**src/rtl/asap_mon_pkg.sv**
```systemverilog
// rtl/asap_mon_pkg.sv - shared state encoding and cause bit indices for the exec monitor
package asap_mon_pkg;

    typedef enum logic [1:0] {
        ST_IDLE  = 2'd0,
        ST_RUN   = 2'd1,
        ST_DONE  = 2'd2,
        ST_ABORT = 2'd3
    } mon_state_e;

    localparam int NCAUSE      = 7;
    localparam int C_ILL_ENTRY = 0;
    localparam int C_ILL_EXIT  = 1;
    localparam int C_IRQ       = 2;
    localparam int C_ER_WR     = 3;
    localparam int C_DMA_ER    = 4;
    localparam int C_OR_WR     = 5;
    localparam int C_DMA_OR    = 6;

endpackage

```
**src/rtl/asap_exec_channel.sv**
```systemverilog
// rtl/asap_exec_channel.sv - one ER/OR proof-of-execution channel
// Holds its FSM, a bound snapshot taken on RUN entry, sticky causes and a saturating abort counter.
module asap_exec_channel
    import asap_mon_pkg::*;
#(
    parameter int AW          = 16,
    parameter int CNT_W       = 8,
    parameter int IRQ_ALLOWED = 0
) (
    input  logic              clk_i,
    input  logic              puc_i,
    input  logic [AW-1:0]     pc_i,
    input  logic [AW-1:0]     pc_prev_i,
    input  logic              data_en_i,
    input  logic              data_wr_i,
    input  logic [AW-1:0]     data_addr_i,
    input  logic              dma_en_i,
    input  logic [AW-1:0]     dma_addr_i,
    input  logic              irq_i,
    input  logic [AW-1:0]     er_min_i,
    input  logic [AW-1:0]     er_max_i,
    input  logic [AW-1:0]     or_min_i,
    input  logic [AW-1:0]     or_max_i,
    output logic              exec_o,
    output logic [NCAUSE-1:0] cause_o,
    output logic [CNT_W-1:0]  viol_cnt_o,
    output logic              abort_o
);

    mon_state_e        state_q;
    logic              exec_q;
    logic              abort_q;
    logic [NCAUSE-1:0] cause_q;
    logic [NCAUSE-1:0] cause_now;
    logic [NCAUSE-1:0] cause_d;
    logic [CNT_W-1:0]  cnt_q;
    logic [CNT_W-1:0]  cnt_d;
    logic [AW-1:0]     er_min_q;
    logic [AW-1:0]     er_max_q;
    logic [AW-1:0]     or_min_q;
    logic [AW-1:0]     or_max_q;

    logic enabled;
    logic pc_in_er;
    logic prev_in_er;
    logic run_st;
    logic live_st;
    logic bounds_moved;
    logic violation;
    logic start_hit;
    logic exit_ok;

    function automatic logic in_rng(input logic [AW-1:0] a, input logic [AW-1:0] lo,
                                    input logic [AW-1:0] hi);
        return (a >= lo) && (a <= hi);
    endfunction

    assign enabled    = (er_min_i <= er_max_i) && (or_min_i <= or_max_i);
    assign pc_in_er   = in_rng(pc_i, er_min_i, er_max_i);
    assign prev_in_er = in_rng(pc_prev_i, er_min_i, er_max_i);
    assign run_st     = (state_q == ST_RUN);
    assign live_st    = (state_q == ST_RUN) || (state_q == ST_DONE);

    // Bounds rewritten while a proof is live would let code slip in unnoticed; treat as an exit violation.
    assign bounds_moved = live_st &&
        ({er_min_q, er_max_q, or_min_q, or_max_q} != {er_min_i, er_max_i, or_min_i, or_max_i});

    always_comb begin
        cause_now              = '0;
        cause_now[C_ILL_ENTRY] = (pc_i > er_min_i) && (pc_i <= er_max_i) && !prev_in_er;
        cause_now[C_ILL_EXIT]  = (run_st && !pc_in_er && (pc_prev_i != er_max_i)) || bounds_moved;
        cause_now[C_IRQ]       = run_st && irq_i && (IRQ_ALLOWED == 0);
        cause_now[C_ER_WR]     = data_en_i && data_wr_i && in_rng(data_addr_i, er_min_i, er_max_i);
        cause_now[C_DMA_ER]    = dma_en_i && in_rng(dma_addr_i, er_min_i, er_max_i);
        cause_now[C_OR_WR]     = data_en_i && data_wr_i && in_rng(data_addr_i, or_min_i, or_max_i)
                                 && !pc_in_er;
        cause_now[C_DMA_OR]    = dma_en_i && in_rng(dma_addr_i, or_min_i, or_max_i);
    end

    assign violation = |cause_now;
    assign cause_d   = cause_q | cause_now;
    assign cnt_d     = (&cnt_q) ? cnt_q : cnt_q + 1'b1;
    assign start_hit = !violation && (pc_i == er_min_i);
    assign exit_ok   = !pc_in_er && (pc_prev_i == er_max_i);

    always_ff @(posedge clk_i) begin
        if (puc_i) begin
            state_q  <= ST_IDLE;
            exec_q   <= 1'b0;
            abort_q  <= 1'b0;
            cause_q  <= '0;
            cnt_q    <= '0;
            er_min_q <= '0;
            er_max_q <= '0;
            or_min_q <= '0;
            or_max_q <= '0;
        end else if (!enabled) begin
            state_q <= ST_IDLE;
            exec_q  <= 1'b0;
            abort_q <= 1'b0;
        end else begin
            abort_q <= 1'b0;
            cause_q <= cause_d;
            case (state_q)
                ST_IDLE: begin
                    if (start_hit) begin
                        state_q  <= ST_RUN;
                        exec_q   <= 1'b1;
                        cause_q  <= '0;
                        er_min_q <= er_min_i;
                        er_max_q <= er_max_i;
                        or_min_q <= or_min_i;
                        or_max_q <= or_max_i;
                    end
                end
                ST_RUN, ST_DONE: begin
                    if (violation) begin
                        state_q <= ST_ABORT;
                        exec_q  <= 1'b0;
                        abort_q <= 1'b1;
                        cnt_q   <= cnt_d;
                    end else if (run_st && exit_ok) begin
                        state_q <= ST_DONE;
                    end else if (!run_st && (pc_i == er_min_i)) begin
                        state_q  <= ST_RUN;
                        cause_q  <= '0;
                        er_min_q <= er_min_i;
                        er_max_q <= er_max_i;
                        or_min_q <= or_min_i;
                        or_max_q <= or_max_i;
                    end
                end
                default: begin
                    state_q <= ST_IDLE;
                    exec_q  <= 1'b0;
                end
            endcase
        end
    end

    assign exec_o     = exec_q;
    assign cause_o    = cause_q;
    assign viol_cnt_o = cnt_q;
    assign abort_o    = abort_q;

endmodule

```
**src/rtl/asap_exec_monitor.sv**
```systemverilog
// rtl/asap_exec_monitor.sv - multi-channel ER/OR execution monitor top
// Registers the shared pc_prev, slices the packed bound buses per channel and merges abort pulses.
module asap_exec_monitor
    import asap_mon_pkg::*;
#(
    parameter int NCH         = 4,
    parameter int AW          = 16,
    parameter int IRQ_ALLOWED = 0,
    parameter int CNT_W       = 8
) (
    input  logic                    clk,
    input  logic                    puc,
    input  logic [AW-1:0]           pc,
    input  logic                    data_en,
    input  logic                    data_wr,
    input  logic [AW-1:0]           data_addr,
    input  logic                    dma_en,
    input  logic [AW-1:0]           dma_addr,
    input  logic                    irq,
    input  logic [NCH*AW-1:0]       er_min,
    input  logic [NCH*AW-1:0]       er_max,
    input  logic [NCH*AW-1:0]       or_min,
    input  logic [NCH*AW-1:0]       or_max,
    output logic [NCH-1:0]          exec,
    output logic [NCH*NCAUSE-1:0]   cause,
    output logic [NCH*CNT_W-1:0]    viol_cnt,
    output logic                    any_abort
);

    logic [AW-1:0]  pc_prev_q;
    logic [NCH-1:0] abort_vec;

    always_ff @(posedge clk) begin
        if (puc) begin
            pc_prev_q <= '0;
        end else begin
            pc_prev_q <= pc;
        end
    end

    for (genvar g = 0; g < NCH; g++) begin : g_ch
        asap_exec_channel #(
            .AW          (AW),
            .CNT_W       (CNT_W),
            .IRQ_ALLOWED (IRQ_ALLOWED)
        ) u_ch (
            .clk_i       (clk),
            .puc_i       (puc),
            .pc_i        (pc),
            .pc_prev_i   (pc_prev_q),
            .data_en_i   (data_en),
            .data_wr_i   (data_wr),
            .data_addr_i (data_addr),
            .dma_en_i    (dma_en),
            .dma_addr_i  (dma_addr),
            .irq_i       (irq),
            .er_min_i    (er_min[g*AW +: AW]),
            .er_max_i    (er_max[g*AW +: AW]),
            .or_min_i    (or_min[g*AW +: AW]),
            .or_max_i    (or_max[g*AW +: AW]),
            .exec_o      (exec[g]),
            .cause_o     (cause[g*NCAUSE +: NCAUSE]),
            .viol_cnt_o  (viol_cnt[g*CNT_W +: CNT_W]),
            .abort_o     (abort_vec[g])
        );
    end

    assign any_abort = |abort_vec;

endmodule

```
**config.mk**
```make
export PLATFORM = sky130hd
export DESIGN_NAME = asap_exec_monitor
export DESIGN_NICKNAME = d
export VERILOG_FILES = /design/src/rtl/asap_mon_pkg.sv /design/src/rtl/asap_exec_channel.sv /design/src/rtl/asap_exec_monitor.sv
export SDC_FILE = /design/constraint.sdc
export NUM_CORES = 2
export LEC_CHECK = 0
export ABC_AREA = 1
export BUFFER_PORTS_ARGS = -buffer_cell sky130_fd_sc_hd__buf_2
export CAP_MARGIN = 25
export CORE_UTILIZATION = 45
export CTS_BUF_LIST = sky130_fd_sc_hd__clkbuf_16
export DETAILED_ROUTE_END_ITERATION = 6
export GPL_TIMING_DRIVEN = 0
export PLACE_DENSITY = 0.63
export SYNTH_ARGS = -nofsm -noshare
export SYNTH_HDL_FRONTEND = slang
export SYNTH_HIERARCHICAL = 1
export SYNTH_SLANG_ARGS = --single-unit
```
**constraint.sdc**
```tcl
create_clock -name clk -period 2.7 [get_ports clk]
set_input_delay 0.405 -clock clk [delete_from_list [all_inputs] [get_ports clk]]
set_output_delay 0.405 -clock clk [all_outputs]
set_load 0.02 [all_outputs]
```
==> impl_metrics.json <==
{
  "insertion_delay_ns": 0.64,
  "post_synth_main_area_contributors": "sky130_fd_sc_hd__ha_1, sky130_fd_sc_hd__dfxtp_1, sky130_fd_sc_hd__nand2_1, sky130_fd_sc_hd__inv_1, sky130_fd_sc_hd__nor2_1",
  "power_per_cell_area_nw_per_um2": 363,
  "netlist.top_cell.by_area": "sky130_fd_sc_hd__ha_1",
  "grt_util_all_layers_pct": 31.8,
  "max_clock_skew_ns": 0.0236,
  "timing.final.ws_setup_ns": -0.123,
  "finalHoldViolCount": 0,
  "clk_pin_slew_worst_paths_ns": 0.06,
  "finalSetupViolations": 104,
  "syn-cell-area_um2": 41000,
  "report.final.slew_viol_count": 0,
  "timing_worst_setup_path_type": "input port to register",
  "seq_area_frac_synth_pct": 17.0,
  "synthArstFlopShare_pct": 0,
  "synthToLayoutAreaGrowth_pct": 16.8,
  "critical-path-slowest-cell": "sky130_fd_sc_hd__buf_2",
  "layout.cells.most_common_list": "sky130_fd_sc_hd__nand2_1, sky130_fd_sc_hd__inv_1, sky130_fd_sc_hd__ha_1",
  "synthDistinctLibCells": 42,
  "drtPass1Iterations": 5,
  "critical_path.max_fanout": 10,
  "post_synth_edffs": 0,
  "worst_slew_margin_rel_pct": 52.3,
  "layout_worst_path_cycle_share_pct": 105,
  "synth_top_area_share_pct": 27.8,
  "drt_first_iter_violations": 3788,
  "via_count": 42300,
  "crit_chain": "buf_2 > ha_1 > a21oi_1 > o21ai_0 > a21oi_1 > nand2_1 > nand2_1 > nand2_2 > nand3_2 > nand2_1 > nor2_2 > nand3_2 > nand2_4 > nand3_4 > buf_12 > buf_12 > nand2_1 > inv_1 > nor2_1",
  "cts_hold_repair.buffers": 0,
  "leakage_nw": 25.5,
  "worstHoldPathType": "input port to register",
  "route.final.wire_length_um": 154000,
  "maxCapViolations": 0,
  "synth_ff_type": "sky130_fd_sc_hd__dfxtp_1",
  "crit_buf_inv": 4,
  "worst-endpoint-required_ns": 3.26,
  "floorplan.io_pins": 375,
  "h_tree_levels": 2,
  "synthesis.instances": 6213,
  "buffer_ports.inserted": 374,
  "timing.hold.ws_ns": 0.170,
  "gp_congestion": 0.916,
  "post_detailed_placement_half_perimeter_wirelength_um": 112000,
  "grt_pass1_wl_um": 225000,
  "antenna_left": 0,
  "mostFrequentLayoutCell": "sky130_fd_sc_hd__nand2_1",
  "clock.fmax_mhz": 354,
  "total_clock_sinks": 348,
  "crit_path_start_kind": "input port",
  "chipWidth_um": 304,
  "finish.cell_count_without_fillers": 7919,
  "synthesis.yosys.warnings": 6,
  "vdd_ir_drop_max_v": 0.000428,
  "finalCriticalPeriod_ns": 2.82,
  "tightest_slew_ns": 0.715,
  "cts_tree": "yes",
  "first_global_vias": 37700,
  "floorplan.die.height_um": 304,
  "postSynthAreaPerCell_um2": 6.60,
  "ctsRootBufferMaster": "sky130_fd_sc_hd__clkbuf_16",
  "core.rowCount": 110,
  "die-area_um2": 92400,
  "worstSetupEndpointType": "register",
  "placed_cells_incl_taps": 7763,
  "timing.critical_path.mode_cell": "sky130_fd_sc_hd__nand2_1",
  "start_util_pct": 45.5,
  "cp_slowest_stage_delay_ns": 0.40,
  "failing_checks": "negative setup slack",
  "crit_family": "simple AND/OR/NAND/NOR gates",
  "grt_antenna_before_repair": 12,
  "detail_route.vias_per_cell": 5.34,
  "core_area_um2": 90100,
  "overflow": 0,
  "remaining_drc_errors": 0,
  "ys_ff_latch": 348,
  "drive_gt1_share_pct": 12.0,
  "routed_wire_length_per_instance_um": 19.4,
  "clockBufferDepth": 3,
  "grt_setup_unrepaired": "yes",
  "cts_buffers": 49,
  "critical_path_arrival_ns": 3.38,
  "finish.net_count": 7916,
  "status": "complete, but fails checks",
  "grt_start_max_net_pins": 17,
  "synth.net_count": 7435
}
## synth_stat cells (7+ instances only)
cell,n
sky130_fd_sc_hd__a21o_1,31
sky130_fd_sc_hd__a21oi_1,472
sky130_fd_sc_hd__buf_1,51
sky130_fd_sc_hd__buf_2,14
sky130_fd_sc_hd__buf_4,40
sky130_fd_sc_hd__buf_6,17
sky130_fd_sc_hd__clkbuf_1,20
sky130_fd_sc_hd__dfxtp_1,348
sky130_fd_sc_hd__ha_1,912
sky130_fd_sc_hd__inv_1,1026
sky130_fd_sc_hd__inv_2,26
sky130_fd_sc_hd__nand2_1,1455
sky130_fd_sc_hd__nand2_2,10
sky130_fd_sc_hd__nand3_1,195
sky130_fd_sc_hd__nand4_1,364
sky130_fd_sc_hd__nor2_1,688
sky130_fd_sc_hd__nor2_2,11
sky130_fd_sc_hd__nor3_1,78
sky130_fd_sc_hd__o21a_1,26
sky130_fd_sc_hd__o21ai_0,124
sky130_fd_sc_hd__o21bai_1,9
sky130_fd_sc_hd__o221ai_1,7
sky130_fd_sc_hd__xnor2_1,78
sky130_fd_sc_hd__xor2_1,168
## report_power, final
part	switching (W)	leakage, nW	internal [W]
clock	0.00282	0.837	0.00408
sequential	0.0000851	2.82	0.00516
combinational	0.00343	21.9	0.00179
## layout make-up
cell class | count | area, um^2
Antenna cell | 8 | 20.0
Buffer | 143 | 1200
Clock buffer | 51 | 1280
Clock inverter | 41 | 387
Fill cell | 9044 | 42200
Inverter | 1054 | 3970
Multi-Input combinational cell | 4672 | 30000
Sequential cell | 348 | 7030
Tap cell | 1176 | 1470
Timing Repair Buffer | 426 | 2530
## registers in the layout, summed over array words and instances (netlist names)
name	flops
g_ch.u_ch/abort_o	4
g_ch.u_ch/or_min_q	64
g_ch.u_ch/er_min_q	64
g_ch.u_ch/state_q	8
g_ch.u_ch/cause_o	28
g_ch.u_ch/or_max_q	64
g_ch.u_ch/viol_cnt_o	32
g_ch.u_ch/er_max_q	64
pc_prev_q	16
g_ch.u_ch/exec_o	4
## worst paths after layout
kind | start | end | slack (ns) | cells after the start
min reg2reg | g_ch[2].u_ch/exec_o | g_ch[2].u_ch/exec_o | 0.46 | 2
max reg2reg | pc_prev_q[3] | g_ch[2].u_ch/er_min_q[4] | -0.06 | 19
min | pc[0] | pc_prev_q[0] | 0.17 | 3
max | pc[13] | g_ch[2].u_ch/er_min_q[4] | -0.12 | 19
## kinds of logic after synthesis
group | count (synthesis) | share of synthesized area (%)
and+or+nand+nor | 2827 | 29.4
buffers and inverters | 1197 | 11.7
AOI/OAI and AO/OA | 683 | 8.85
xor gates and xnor gates | 246 | 5.25
adders and majority gates | 912 | 27.8
DFF | 348 | 17.0
## worst min-delay path, delay by kind of cell
family / cells / cell delay (ns)
and+or+nand+nor: 1 / 0.03
buffers and inverters: 2 / 0.31
## layer usage
metal / routed length [um] / part of all wire (%) / global-route usage, % / up-vias
met5: 19 / 0.012 / 0 / -
met4: 6690 / 4.3 / 13.4 / 4
met3: 12800 / 8.3 / 4.89 / 323
met2: 67400 / 44 / 50.2 / 1517
met1: 67000 / 44 / 42.9 / 19200
li1: - / - / - / 21300
## repair_timing
item                                    CTS  global route
pin swaps                                14            43
endpoints found under the setup margin  331           328
gates resized for setup                 191           181
buffers inserted                         20            22
cloned                                    6             8
## metrics by stage
stage	worst slack, ns	setup TNS, ns	utilization [%]	area [um^2]	power [W]
final	-0.123	-4.88	53.1	47900	0.0174
after global routing	-0.234	-32.75	53.1	47900	0.0183
after CTS	-0.0406	-1.26	52.0	46800	0.0173
after detailed placement	-1.16	-301.71	49.2	44400	0.0102
after global placement	-1.12	-290.98	49.2	44400	0.0101
after floorplan	0.170	0	-	41000	0.00836
No activity file was read; power rests on OpenSTA's default activity.
